## src/rtl/serial_cfg_regs.sv

```systemverilog
// serial_cfg_regs: loads NCH independent WIDTH-bit registers from a serial byte
// stream. A packet is one header byte (bit7=1, [6:0]=channel address) followed
// by NB=(WIDTH+6)/7 data bytes (bit7=0, 7 payload bits each, LSB group first).
// A header that arrives mid-packet flags an error and restarts reception, so
// the stream resynchronises without losing that byte. An idle gap of TIMEOUT
// cycles inside a packet drops it. Errors are pulsed on err_o and counted in
// err_cnt, which saturates at 255.
// Optional feature macro: SERIAL_CFG_CHECKSUM_EN appends a checksum byte (XOR of
// header[6:0] and every payload) that must match before the register is written.
`timescale 1ns/1ps

module serial_cfg_regs #(
    parameter int NCH     = 4,
    parameter int WIDTH   = 32,
    parameter int TIMEOUT = 100000
) (
    input  logic                 clk,
    input  logic                 rst,
    input  logic [7:0]           rx_byte,
    input  logic                 rx_valid,
    output logic [NCH*WIDTH-1:0] regs_o,
    output logic [NCH-1:0]       upd_o,
    output logic                 err_o,
    output logic [7:0]           err_cnt,
    output logic                 busy
);

    localparam int NB = (WIDTH + 6) / 7;
    localparam int KW = (NB > 1) ? $clog2(NB) : 1;
    localparam int TW = (TIMEOUT > 1) ? $clog2(TIMEOUT) : 1;
    localparam logic [KW-1:0] K_LAST   = KW'(NB - 1);
    localparam logic [TW-1:0] TMO_LAST = (TIMEOUT > 0) ? TW'(TIMEOUT - 1) : '0;
    localparam logic [7:0]    NCH_B    = 8'(NCH);

`ifdef SERIAL_CFG_CHECKSUM_EN
    typedef enum logic [1:0] {S_IDLE, S_DATA, S_CHK} state_t;
`else
    typedef enum logic [1:0] {S_IDLE, S_DATA} state_t;
`endif

    state_t           state_reg, state_next;
    logic [6:0]       addr_reg, addr_next;
    logic [KW-1:0]    k_reg, k_next;
    logic [TW-1:0]    tmo_reg, tmo_next;
    logic [WIDTH-1:0] shadow_reg, shadow_next;
`ifdef SERIAL_CFG_CHECKSUM_EN
    logic [6:0]       chk_reg, chk_next;
`endif
    logic             err_reg;
    logic [7:0]       err_cnt_reg;
    logic             busy_reg;

    logic [6:0]       payload;
    logic             hdr_ok;
    logic             wr_data;
    logic             clr_shadow;
    logic             commit;
    logic             err_evt;

    assign payload = rx_byte[6:0];
    assign hdr_ok  = ({1'b0, payload} < NCH_B);

    // Next-state decode: header/data classification, resync, checksum and timeout.
    always_comb begin
        state_next = state_reg;
        addr_next  = addr_reg;
        k_next     = k_reg;
        clr_shadow = 1'b0;
        wr_data    = 1'b0;
        commit     = 1'b0;
        err_evt    = 1'b0;
`ifdef SERIAL_CFG_CHECKSUM_EN
        chk_next   = chk_reg;
`endif
        if (rx_valid) begin
            if (rx_byte[7]) begin
                // Any header inside a packet aborts it, then starts a new one.
                if (state_reg != S_IDLE) begin
                    err_evt = 1'b1;
                end
                if (hdr_ok) begin
                    state_next = S_DATA;
                    addr_next  = payload;
                    k_next     = '0;
                    clr_shadow = 1'b1;
`ifdef SERIAL_CFG_CHECKSUM_EN
                    chk_next   = payload;
`endif
                end else begin
                    err_evt    = 1'b1;
                    state_next = S_IDLE;
                end
            end else begin
                case (state_reg)
                    S_DATA: begin
                        wr_data = 1'b1;
                        k_next  = k_reg + KW'(1);
`ifdef SERIAL_CFG_CHECKSUM_EN
                        chk_next = chk_reg ^ payload;
                        if (k_reg == K_LAST) begin
                            state_next = S_CHK;
                        end
`else
                        if (k_reg == K_LAST) begin
                            commit     = 1'b1;
                            state_next = S_IDLE;
                        end
`endif
                    end
`ifdef SERIAL_CFG_CHECKSUM_EN
                    S_CHK: begin
                        if (payload == chk_reg) begin
                            commit = 1'b1;
                        end else begin
                            err_evt = 1'b1;
                        end
                        state_next = S_IDLE;
                    end
`endif
                    default: begin
                        // Stray data byte while idle: dropped without error.
                    end
                endcase
            end
        end else if ((TIMEOUT > 0) && (state_reg != S_IDLE) && (tmo_reg == TMO_LAST)) begin
            err_evt    = 1'b1;
            state_next = S_IDLE;
        end
    end

    // Idle-gap counter: restarts on every byte, runs only while a packet is open.
    always_comb begin
        tmo_next = '0;
        if (!(rx_valid || (state_next == S_IDLE) || (TIMEOUT == 0))) begin
            tmo_next = tmo_reg + TW'(1);
        end
    end

    // Shadow assembly: each 7-bit group keeps only the bits that fit in WIDTH.
    genvar gi;
    generate
        for (gi = 0; gi < NB; gi++) begin : g_grp
            localparam int LO = 7 * gi;
            localparam int BW = ((WIDTH - LO) < 7) ? (WIDTH - LO) : 7;
            assign shadow_next[LO +: BW] =
                clr_shadow                            ? '0 :
                (wr_data && (k_reg == KW'(gi)))       ? payload[BW-1:0] :
                                                        shadow_reg[LO +: BW];
        end
    endgenerate

    // Packet FSM with registered error, counter and busy outputs.
    always_ff @(posedge clk) begin
        if (rst) begin
            state_reg   <= S_IDLE;
            addr_reg    <= '0;
            k_reg       <= '0;
            tmo_reg     <= '0;
            shadow_reg  <= '0;
`ifdef SERIAL_CFG_CHECKSUM_EN
            chk_reg     <= '0;
`endif
            err_reg     <= 1'b0;
            err_cnt_reg <= '0;
            busy_reg    <= 1'b0;
        end else begin
            state_reg   <= state_next;
            addr_reg    <= addr_next;
            k_reg       <= k_next;
            tmo_reg     <= tmo_next;
            shadow_reg  <= shadow_next;
`ifdef SERIAL_CFG_CHECKSUM_EN
            chk_reg     <= chk_next;
`endif
            err_reg     <= err_evt;
            if (err_evt && (err_cnt_reg != 8'hFF)) begin
                err_cnt_reg <= err_cnt_reg + 8'd1;
            end
            busy_reg    <= (state_next != S_IDLE);
        end
    end

    // Per-channel register and update strobe; only the addressed channel changes.
    generate
        for (gi = 0; gi < NCH; gi++) begin : g_ch
            logic             hit;
            logic [WIDTH-1:0] val_reg;
            logic             upd_bit_reg;

            assign hit = commit && (addr_reg == 7'(gi));

            // Commit writes the fully assembled shadow, including the final byte.
            always_ff @(posedge clk) begin
                if (rst) begin
                    val_reg     <= '0;
                    upd_bit_reg <= 1'b0;
                end else begin
                    upd_bit_reg <= hit;
                    if (hit) begin
                        val_reg <= shadow_next;
                    end
                end
            end

            assign regs_o[gi*WIDTH +: WIDTH] = val_reg;
            assign upd_o[gi]                 = upd_bit_reg;
        end
    endgenerate

    assign err_o   = err_reg;
    assign err_cnt = err_cnt_reg;
    assign busy    = busy_reg;

endmodule

```

## config.mk

```make
export PLATFORM = sky130hd
export DESIGN_NAME = serial_cfg_regs
export DESIGN_NICKNAME = d
export VERILOG_FILES = /design/src/rtl/serial_cfg_regs.sv
export SDC_FILE = /design/constraint.sdc
export NUM_CORES = 1
export LEC_CHECK = 0
export CAP_MARGIN = 5
export CORE_AREA = 2 2 123 125
export DETAILED_ROUTE_END_ITERATION = 8
export DIE_AREA = 0 0 125 127
export PLACE_DENSITY = 0.83
export SKIP_CTS_REPAIR_TIMING = 1
export SYNTH_ARGS = -nofsm -noshare
export SYNTH_HDL_FRONTEND = slang
export SYNTH_SLANG_ARGS = --single-unit
```

## constraint.sdc

```tcl
create_clock -name clk -period 5.1 [get_ports clk]
set_clock_uncertainty 0.05 [all_clocks]
set_input_delay 1.02 -clock clk [delete_from_list [all_inputs] [get_ports clk]]
set_output_delay 1.02 -clock clk [all_outputs]
set_load 0.01 [all_outputs]
```

=== Word level (Yosys, flattened, before mapping) ===
Cells that the tools add are included.

* Bits in registers: 203
* Latch bits: 0
* Memory bits (writable): 0
* Bits in read-only memories: 0
* Input bits: 11
* Output and inout port bits: 142
* Word-level logic and storage cells: 86
* Memories kept: 0

* Add/subtract/negate cells: 3
* Multipliers: 0
* Divide/modulo/power cells: 0
* $lt $le $gt $ge: 1
* Equality and inequality tests: 11
* Shift operators: 0
* Muxes and demuxes: 34
* Bitwise operators: 0
* Reduce and logical (&&, ||, !) cells: 21

{| class="wikitable"
|+ Operator list
! operator !! count
|-
| 7-bit two-way mux || 8
|-
| 17-bit by 1-bit adder with 17-bit output (second input constant) || 1
|-
| 17-bit equality test (second input constant) || 1
|-
| 1-bit two-way mux || 16
|-
| 7-bit by 2-bit equality test with 1-bit output (second input constant) || 2
|-
| 1-bit logical AND || 11
|-
| 2-bit two-way mux || 5
|-
| 3-bit two-way mux || 3
|-
| 8-bit by 1-bit adder with 8-bit output (second input constant) || 1
|-
| 4-bit two-way mux || 2
|-
| 8-bit inequality test (second input constant) || 1
|-
| 7-bit by 1-bit equality test with 1-bit output (second input constant) || 1
|-
| 7-bit logical NOT || 1
|-
| 7-bit by 3-bit < comparator with 1-bit output (second input constant) || 1
|-
| 3-bit by 2-bit equality test with 1-bit output (second input constant) || 2
|-
| 3-bit AND reduction || 2
|-
| 2-bit nonzero test || 3
|-
| 3-bit by 1-bit adder with 3-bit output (second input constant) || 1
|-
| 3-bit by 1-bit equality test with 1-bit output (second input constant) || 1
|-
| 3-bit equality test (second input constant) || 1
|-
| 3-bit logical NOT || 1
|-
| 2-bit by 1-bit equality test with 1-bit output (second input constant) || 1
|-
| 2-bit logical NOT || 1
|-
| 2-bit by 1-bit inequality test with 1-bit output (second input constant) || 1
|-
| 2 further kinds || 2
|}

=== Logic depth before layout (Yosys ltp) ===
Gate-level depths: netlist (run 1).

* Depth after elaboration: 8
* Gate-level depth with buffers: 9
* Gate-level depth less buffers: 7

=== Worst setup path before layout (run 1) ===
OpenSTA, ideal clock, no wires.

* Path kind: input to register
* Start point: input port rx_byte[7]
* End point: register g_ch[1].val_reg[18]
* Setup time: 129 ps
* Arrival: 2604 ps
* Data required time: 4921 ps
* Slack: 2317 ps
* Stages on the path: 7
* Path buffers: 2
* Cell sequence: nand4bb_1 > or4_4 > or3_1 > buf_2 > buf_6 > nand3b_2 > o21ai_1

* Cells in the longest elaborated chain, start to end: 5
* Elaborated cells on any way between the ends: 10
* Those cells by class: 8 x mux; 2 x reduce/logical

{| class="wikitable"
|+ Ends and longest elaborated chain
! element !! RTL line !! text
|-
| from (decl) || 19 || <nowiki>input logic [7:0] rx_byte,</nowiki>
|-
| 1-bit two-way mux || 76 || <nowiki>if (rx_byte[7]) begin</nowiki>
|-
| 1-bit two-way mux || 75 || <nowiki>if (rx_valid) begin</nowiki>
|-
| 1-bit logical AND || 147 || <nowiki>(wr_data && (k_reg == KW'(gi))) ? payload[BW-1:0] :</nowiki>
|-
| 7-bit two-way mux || 147 ||
|-
| 7-bit two-way mux || 146 || <nowiki>clr_shadow ? '0 :</nowiki>
|-
| to (signal assigned) || 200 || <nowiki>val_reg <= shadow_next;</nowiki>
|-
| to (decl) || 187 || <nowiki>logic [WIDTH-1:0] val_reg;</nowiki>
|}

Several ways; a longest one is shown, not always the timed one.
A chain may end at the register's enable or synchronous reset.

=== Worst setup path in the final report (run 1) ===
* Start point: input port rx_byte[7]
* End point: register g_ch[2].val_reg[5]

* Cells in the longest elaborated chain, start to end: 5
* Elaborated cells on any way between the ends: 10
* Those cells by class: 8 x mux; 2 x reduce/logical

{| class="wikitable"
|+ Ends and longest elaborated chain
! element !! RTL line
|-
| 1-bit two-way mux || 76
|-
| 1-bit two-way mux || 75
|-
| 1-bit logical AND || 147
|-
| 7-bit two-way mux || 147
|-
| 7-bit two-way mux || 146
|-
| to (signal assigned) || 200
|-
| to (decl) || 187
|}

Several ways; a longest one is shown, not always the timed one.

==> impl_results.md, run 1 <==
- Outcome: finished, final reports clean
- WHS Endpoint: tmo_reg[0]
- Max FFs per register: 128
- Area growth from synthesis to layout: 29.1%
- Met2 Wirelength: 9930 um
- Final Hold Viols: 0
- Global-route wire length before repair: 33100 um
- GRT Total Usage: 25.4%
- WL met1: 9130 um
- Highest Signal Layer: met4
- Port Buffer Count: 152
- Leak Pwr: 0.00337 uW
- # Max-Cap Violations: 0
- Rel. slew slack: 39.3%
- Post-Place Cells: between 1000 and 1500
- FILL cells: ~1100
- Tightest Hold Check Type: reg2reg
- Routed WL: 21200 um
- Share of layout cells above drive strength 1: 11.4%
- Die H: 127 um
- Crit path cell chain: clkdlybuf4s50_1 > nand4bb_1 > nor4_2 > and3_1 > nand2b_1 > o21ai_0
- Placeable Area: 0.0144 mm2
- CTS tree: done
- Complex-gate fraction of the synthesized area: between 10% and 20%
- Setup crit end kind: flip-flop
- GR Overflow Total: 0
- Worst-path clk slew: 0.06 ns
- Largest family of logic cells by synthesized area: simple AND/OR/NAND/NOR gates
- Vias in the first global route: 6349
- DR iter-0 viols: 503
- Worst reg2reg path depth: 5
- Multiplexer share of the synthesized area: ~3.0%
- Root buf cell: clkbuf_16
- Synth Area in Simple Gates: 26.2%
- Slew @ Worst Pin: 0.911 ns
- Worst-case vdd ir drop: 216 uV
- Cell depth of the worst min-delay path: 1
- Setup violations, final: 0
- RD Place Congestion: 0.873
- Antenna Nets Post-Route: 0
- Hold Slack: 0.395 ns
- Mapped cell area: 0.00782 mm2
- Largest fanout on the critical path: 21
- Critical Path Slowest Stage Cell: nor4_2
- Syn_area_per_cell: approximately 9 um2
- Final Cycle Share: 76.1%
- Initial Util: between 50 and 60%
- Commonest non-fill, non-tap cell in the layout: dfxtp_1
- Critical path data required time: 5.44 ns
- Via Count: 6650
- CP startpoint kind: primary input
- XOR/XNOR Fraction of Synth Area: roughly 1.3%
- Predominant post-synthesis flop cell: dfxtp_1
- Reg-to-Reg End: g_ch[2].val_reg[5]
- Crit path time final: just under 4 ns
- Most frequent cells in the layout: 203 x dfxtp_1, 151 x clkdlybuf4s50_1, 125 x nand2_1
- Total CTS buffers: 21
- Post-DP HPWL: between 10000 and 15000 um
- Clk buf depth: 3
- Pre-CTS WS: 0.822 ns
- Crit Path Class: in2reg
- Clock sink total: 203
- # nets final: roughly 980
- Setup total negative slack: 0 ns
- RSZ-0062 raised after global routing: false
- # DRC: 0
- Ys async rst share: 0%
- Row Count: 44
- Achievable frequency: 258 MHz
- Pre-antenna DRT Iters: 6
- Post-synthesis adder-cell area fraction: 1.12%
- DR WL met3: ~1600 um
- Yosys Warn Count: 0
- Synth cell types: 45
- Final std cells w/o fill: 1165
- Arrival time at the worst endpoint: 4.22 ns
- Post-Synthesis Cells: between 800 and 900
- Avg WL per Cell: 18.2 um
- Worst R2R Setup Slack: about 1.9 ns
- Syn_nets: 863
- Largest net degree at the start of global routing: 111
- WP buf/inv: 1
- CP delay by family, top: simple AND/OR/NAND/NOR gates
- H-tree levels: 1
- Die width: 125 um
- Final slew viol count: 0
- Post-synth EDFFs: 0
- Clk_lat worst skew: 0.49 ns
- Worst stage delay on the critical path: between 0.6 and 0.7 ns
- N_diodes: 0
- Power per cell area: 329 mW/mm2
- Io pins: 153
- Worst setup margin: ~1.2 ns
- Initial antenna violation count: 0
- Hold Startpoint: tmo_reg[0]
- Synthesis-stage register bit count: about 200
- Post-synthesis sequential area ratio: 52.0%
- DIE AREA: approximately 0.016 mm2
- Worst r2r src: state_reg[1]
- Via density: around 5.7
[layer usage]
layer | track usage [%] | up-vias
met3 | 5.53 | 38
met2 | 40.8 | 247
met1 | 34.6 | 3206
li1 | - | 3159
met5 | 0 | -
met4 | 7.39 | 0
[cells in the mapped netlist (2+ instances only)]
| cell type | n | share of area (%) |
|---|---|---|
| nand2b_1 | 4 | 0.32 |
| nand3b_2 | 40 | 5.8 |
| dfxtp_1 | 203 | 52 |
| and4_1 | 3 | 0.34 |
| o41ai_1 | 2 | 0.22 |
| and3_1 | 9 | 0.72 |
| o21ai_0 | 56 | 3.6 |
| buf_2 | 6 | 0.38 |
| clkbuf_1 | 45 | 2.2 |
| nor4bb_1 | 3 | 0.38 |
| a21oi_1 | 72 | 4.6 |
| mux2_2 | 21 | 3.0 |
| nand3b_1 | 45 | 4.3 |
| buf_6 | 6 | 0.86 |
| xnor2_1 | 4 | 0.45 |
| or4_4 | 2 | 0.29 |
| buf_4 | 4 | 0.38 |
| nor4_1 | 3 | 0.24 |
| xor2_1 | 8 | 0.90 |
| nor3_1 | 4 | 0.26 |
| o31ai_1 | 5 | 0.48 |
| or3_1 | 7 | 0.56 |
| ha_1 | 7 | 1.1 |
| nor3_2 | 2 | 0.26 |
| nor2b_1 | 11 | 0.88 |
| and2_1 | 5 | 0.40 |
| nor2_1 | 46 | 2.2 |
| nand2_1 | 125 | 6.0 |
| or4_1 | 7 | 0.67 |
| inv_1 | 7 | 0.34 |
| nand4_1 | 7 | 0.56 |
| o21ai_1 | 44 | 2.8 |
| nand3_1 | 20 | 1.3 |
[final cells by class]
cell class	count	area (um2)	share of cell area (%)
Multi-Input combinational cell	572	3430	34.0
Clock inverter	11	191	1.90
Tap cell	184	230	2.28
Timing Repair Buffer	161	1590	15.7
Inverter	7	26.3	0.260
Clock buffer	27	568	5.63
Sequential cell	203	4060	40.3
[worst max-delay path by stage]
stage                          endpoint  cells past startpoint       start  slack [ns]
floorplan           g_ch[1].val_reg[18]                      7  rx_byte[7]        2.32
global placement     g_ch[2].val_reg[5]                      6  rx_byte[7]        0.96
detailed placement   g_ch[2].val_reg[5]                      6  rx_byte[7]        0.82
CTS                  g_ch[2].val_reg[5]                      6  rx_byte[7]        1.28
global route        g_ch[3].val_reg[11]                      6  rx_byte[7]        0.88
finish               g_ch[2].val_reg[5]                      6  rx_byte[7]        1.22
[worst reg2reg max path, cell delays in order, from the launching register on]
cell and delay, ns:
dfxtp_1 0.37, nand4bb_1 0.60, nor4_2 0.64, and3_1 0.48
nand2b_1 0.54, o21ai_0 0.40
[report_power, final]
part           internal [uW]  switching (uW)  leakage, uW
sequential              1590            1.53      0.00163
clock                   1050             625     0.000373
combinational           25.8            34.6      0.00136
[through the flow]
stage / cell area, um2 / power (uW) / util, %
after floorplan: 7820 / 1660 / -
after global placement: 9340 / 1680 / 64.7
after detailed placement: 9340 / 1680 / 64.7
after CTS: 10100 / 3330 / 70.0
after global routing: 10100 / 3400 / 70.0
final: 10100 / 3320 / 70.0
[kinds of logic after synthesis]
group,count (synthesis)
AND/OR/NAND/NOR,349
adder cells (fa/ha/maj),7
AO/OA/AOI/OAI,183
multiplexers,21
buffers and inverters,70
XOR/XNOR,12
flip-flops,203
Note: power is estimated with default switching activity, not from simulation.
==> run 2, diff against run 1 <==
--- a/config.mk
+++ b/config.mk
@@ -6,10 +6,10 @@
 export NUM_CORES = 1
 export LEC_CHECK = 0
 export CAP_MARGIN = 5
-export CORE_AREA = 2 2 123 125
+export CORE_AREA = 2 2 127 129
 export DETAILED_ROUTE_END_ITERATION = 8
-export DIE_AREA = 0 0 125 127
-export PLACE_DENSITY = 0.83
+export DIE_AREA = 0 0 129 131
+export PLACE_DENSITY = 0.78
 export SKIP_CTS_REPAIR_TIMING = 1
 export SYNTH_ARGS = -nofsm -noshare
 export SYNTH_HDL_FRONTEND = slang
==> constraint.sdc (replaced) <==
create_clock -name clk -period 3.7 [get_ports clk]
set_clock_uncertainty 0.05 [all_clocks]
set_input_delay 0.74 -clock clk [delete_from_list [all_inputs] [get_ports clk]]
set_output_delay 0.74 -clock clk [all_outputs]
set_load 0.01 [all_outputs]
==> run 2 against run 1 <==
Utilization shrank 4.4 points. Sequential share of layout area is 0.50 points lower. Hold slack better by 0.0052 ns. Highest routed layer unchanged. Clock power rose by 38%.
==> impl_results.md, run 2 (synthesis results as in run 1) <==
- Outcome: finished, final reports clean
- Setup crit end kind: flip-flop
- Arrival time at the worst endpoint: 3.08 ns (-1.14 ns)
- Via density: 5.54 (-2.9%)
- Crit path cell chain: clkdlybuf4s50_1 > nand4bb_1 > buf_4 > nor4_2 > and3_1 > nand2b_1 > buf_4 > o21ai_0
- Critical path data required time: 4.05 ns (-1.39 ns)
- Setup total negative slack: 0 ns (unchanged)
- Most frequent cells in the layout: 203 x dfxtp_1, 151 x clkdlybuf4s50_1, 125 x nand2_1
- DIE AREA: 0.0169 mm2 (+6.5%)
- Crit Path Class: in2reg
- Switching Power: 935 uW (+41%)
- Largest fanout on the critical path: 21 (unchanged)
- Slew @ Worst Pin: 0.653 ns (-0.257 ns)
- Gate power share: 1.9% (about the same)
- N_diodes: 0 (unchanged)
- Initial antenna violation count: 0 (unchanged)
- Share of layout cells above drive strength 1: 12.7% (+1.3 points)
- DR iter-0 viols: 439 (-13%)
- Worst stage delay on the critical path: 0.55 ns (-0.09 ns)
- Routed WL: 21900 um (+3.4%)
- RD Place Congestion: 0.821 (-6.0%)
- Met2 Track Usage GR: 39.7% (-1.2 points)
- Busiest grt layer: met2
- Final std cells w/o fill: 1207 (+3.6%)
- Die width: 129 um (+3.2%)
- Total CTS buffers: 21 (unchanged)
- Commonest non-fill, non-tap cell in the layout: dfxtp_1
- Clock network power share: 50.4% (about the same)
- Crit path time final: 2.74 ns
- Worst-path clk slew: 0.06 ns (about the same)
- Port Buffer Count: 152 (unchanged)
- Rel. slew slack: 56.3% (+17 points)
- Worst-case vdd ir drop: 380 uV (+76%)
- # Max-Cap Violations: 0 (unchanged)
- Achievable frequency: 366 MHz
- Clk buf depth: 3 (unchanged)
- Root buf cell: clkbuf_16
- Final Hold Viols: 0 (unchanged)
- Largest net degree at the start of global routing: 65 (-41%)
- Die H: 131 um (+3.1%)
- Sequential power share: 47.7% (about the same)
- Max FFs per register: 128 (unchanged)
- Avg WL per Cell: 18.2 um (-0.22%)
- Via Count: 6691 (+0.62%)
- Worst R2R Setup Slack: 1.16 ns (-0.77 ns)
- Routing usage on met3: 5.46% (-0.072 points)
- Vias in the first global route: 6332 (-0.27%)
- CP startpoint kind: primary input
- Leak Pwr: 0.00342 uW (+1.5%)
- GRT Total Usage: 25.8% (+0.41 points)
- Io pins: 153 (unchanged)
- GR Overflow Total: 0 (unchanged)
- Net Sw Frac: 20.4% (+0.45 points)
- CTS tree: done
- RSZ-0062 raised after global routing: false
- Pre-antenna DRT Iters: 5 (-1)
- Register area: 0.00406 mm2 (unchanged)
- Tightest Hold Check Type: reg2reg
- Setup violations, final: 0 (unchanged)
- Clk_lat worst skew: 0.50 ns (about the same)
- # nets final: 994 (+1.0%)
- Final Cycle Share: 73.9%
- Row Count: 46 (+4.5%)
- P_int: 3650 uW (+37%)
- Multi-input combinational cell area: 0.00343 mm2 (unchanged)
- Clock sink total: 203 (unchanged)
- H-tree levels: 1 (unchanged)
- Post-Place Cells: 1169 (+3.7%)
- Met1 Resource Use GR: 36.4% (+1.8 points)
- Critical Path Slowest Stage Cell: clkdlybuf4s50_1
- Area growth from synthesis to layout: 30.8%
- Most used cell, CP: buf_4
- Placeable Area: 0.0156 mm2 (+8.1%)
- FILL cells: 1257 (+14%)
- Global-route wire length before repair: 34300 um (+3.9%)
- Initial Util: 50.1% (-4.1 points)
- Antenna Nets Post-Route: 0 (unchanged)
- Post-DP HPWL: 14000 um (+1.9%)
- Final slew viol count: 0 (unchanged)
- Power per cell area: 449 mW/mm2 (+36%)
- # DRC: 0 (unchanged)
## run 2: cell count changes in the layout (fill, tap and decap cells not counted)
cell and change:
clkbuf_8 +3, inv_6 +1, buf_4 +10, clkinvlp_4 +1
bufinv_16 -1, clkbuf_1 -4
## run 2: metrics by stage
step / hold WS, ns / power [uW] / util [%] / setup WS (ns) / area [um2]
global placement: 0.374 / 2320 / 60.6 / 0.584 / 9450
global route: 0.420 / 4700 / 65.5 / 0.784 / 10200
finish: 0.400 / 4590 / 65.5 / 0.964 / 10200
detailed placement: 0.395 / 2320 / 60.6 / 0.527 / 9450
floorplan: 0.363 / 2290 / - / 1.20 / 7820
CTS: 0.403 / 4600 / 65.5 / 0.996 / 10200
## run 2: worst max-delay path: cells and delay by family
family	cells	cell delay, ns
compound gates	1	0.26
buf+inv	3	0.99
simple gates	4	1.09
## run 2: layout make-up
| class | count | share of cell area, % |
|---|---|---|
| inverters | 7 | 0.257 |
| clock inverters | 12 | 1.74 |
| repair buffers | 171 | 16.3 |
| clock buffers | 26 | 5.81 |
| flip-flops and latches | 203 | 39.8 |
| well taps | 216 | 2.64 |
| multi-input cells | 572 | 33.5 |
## run 2: layer usage
| layer | part of all wire, % | up-vias | wire (um) |
|---|---|---|---|
| met5 | 0 | - | 0 |
| met3 | 7.6 | 43 | 1670 |
| met2 | 46 | 242 | 9980 |
| met4 | 2.6 | 0 | 578 |
| li1 | - | 3178 | - |
| met1 | 44 | 3228 | 9680 |
## run 2: power groups by stage
stage          Sequential, uW  Combinational [uW]  Clock [uW]
3_3_place_gp             2240                83.9           0
6_report                 2190                86.4        2310
2_1_floorplan            2240                51.1           0
5_1_grt                  2190                91.4        2430
3_5_place_dp             2240                83.4           0
4_1_cts                  2190                84.1        2330
## run 2: path summary, 6_finish.rpt
path	cells past startpoint	end	from
setup / recovery	8	g_ch[3].val_reg[8]	rx_byte[7]
hold / removal	2	g_ch[3].val_reg[24]	g_ch[3].val_reg[24]
setup reg to reg	8	g_ch[1].val_reg[30]	k_reg[0]
hold reg to reg	2	g_ch[3].val_reg[24]	g_ch[3].val_reg[24]
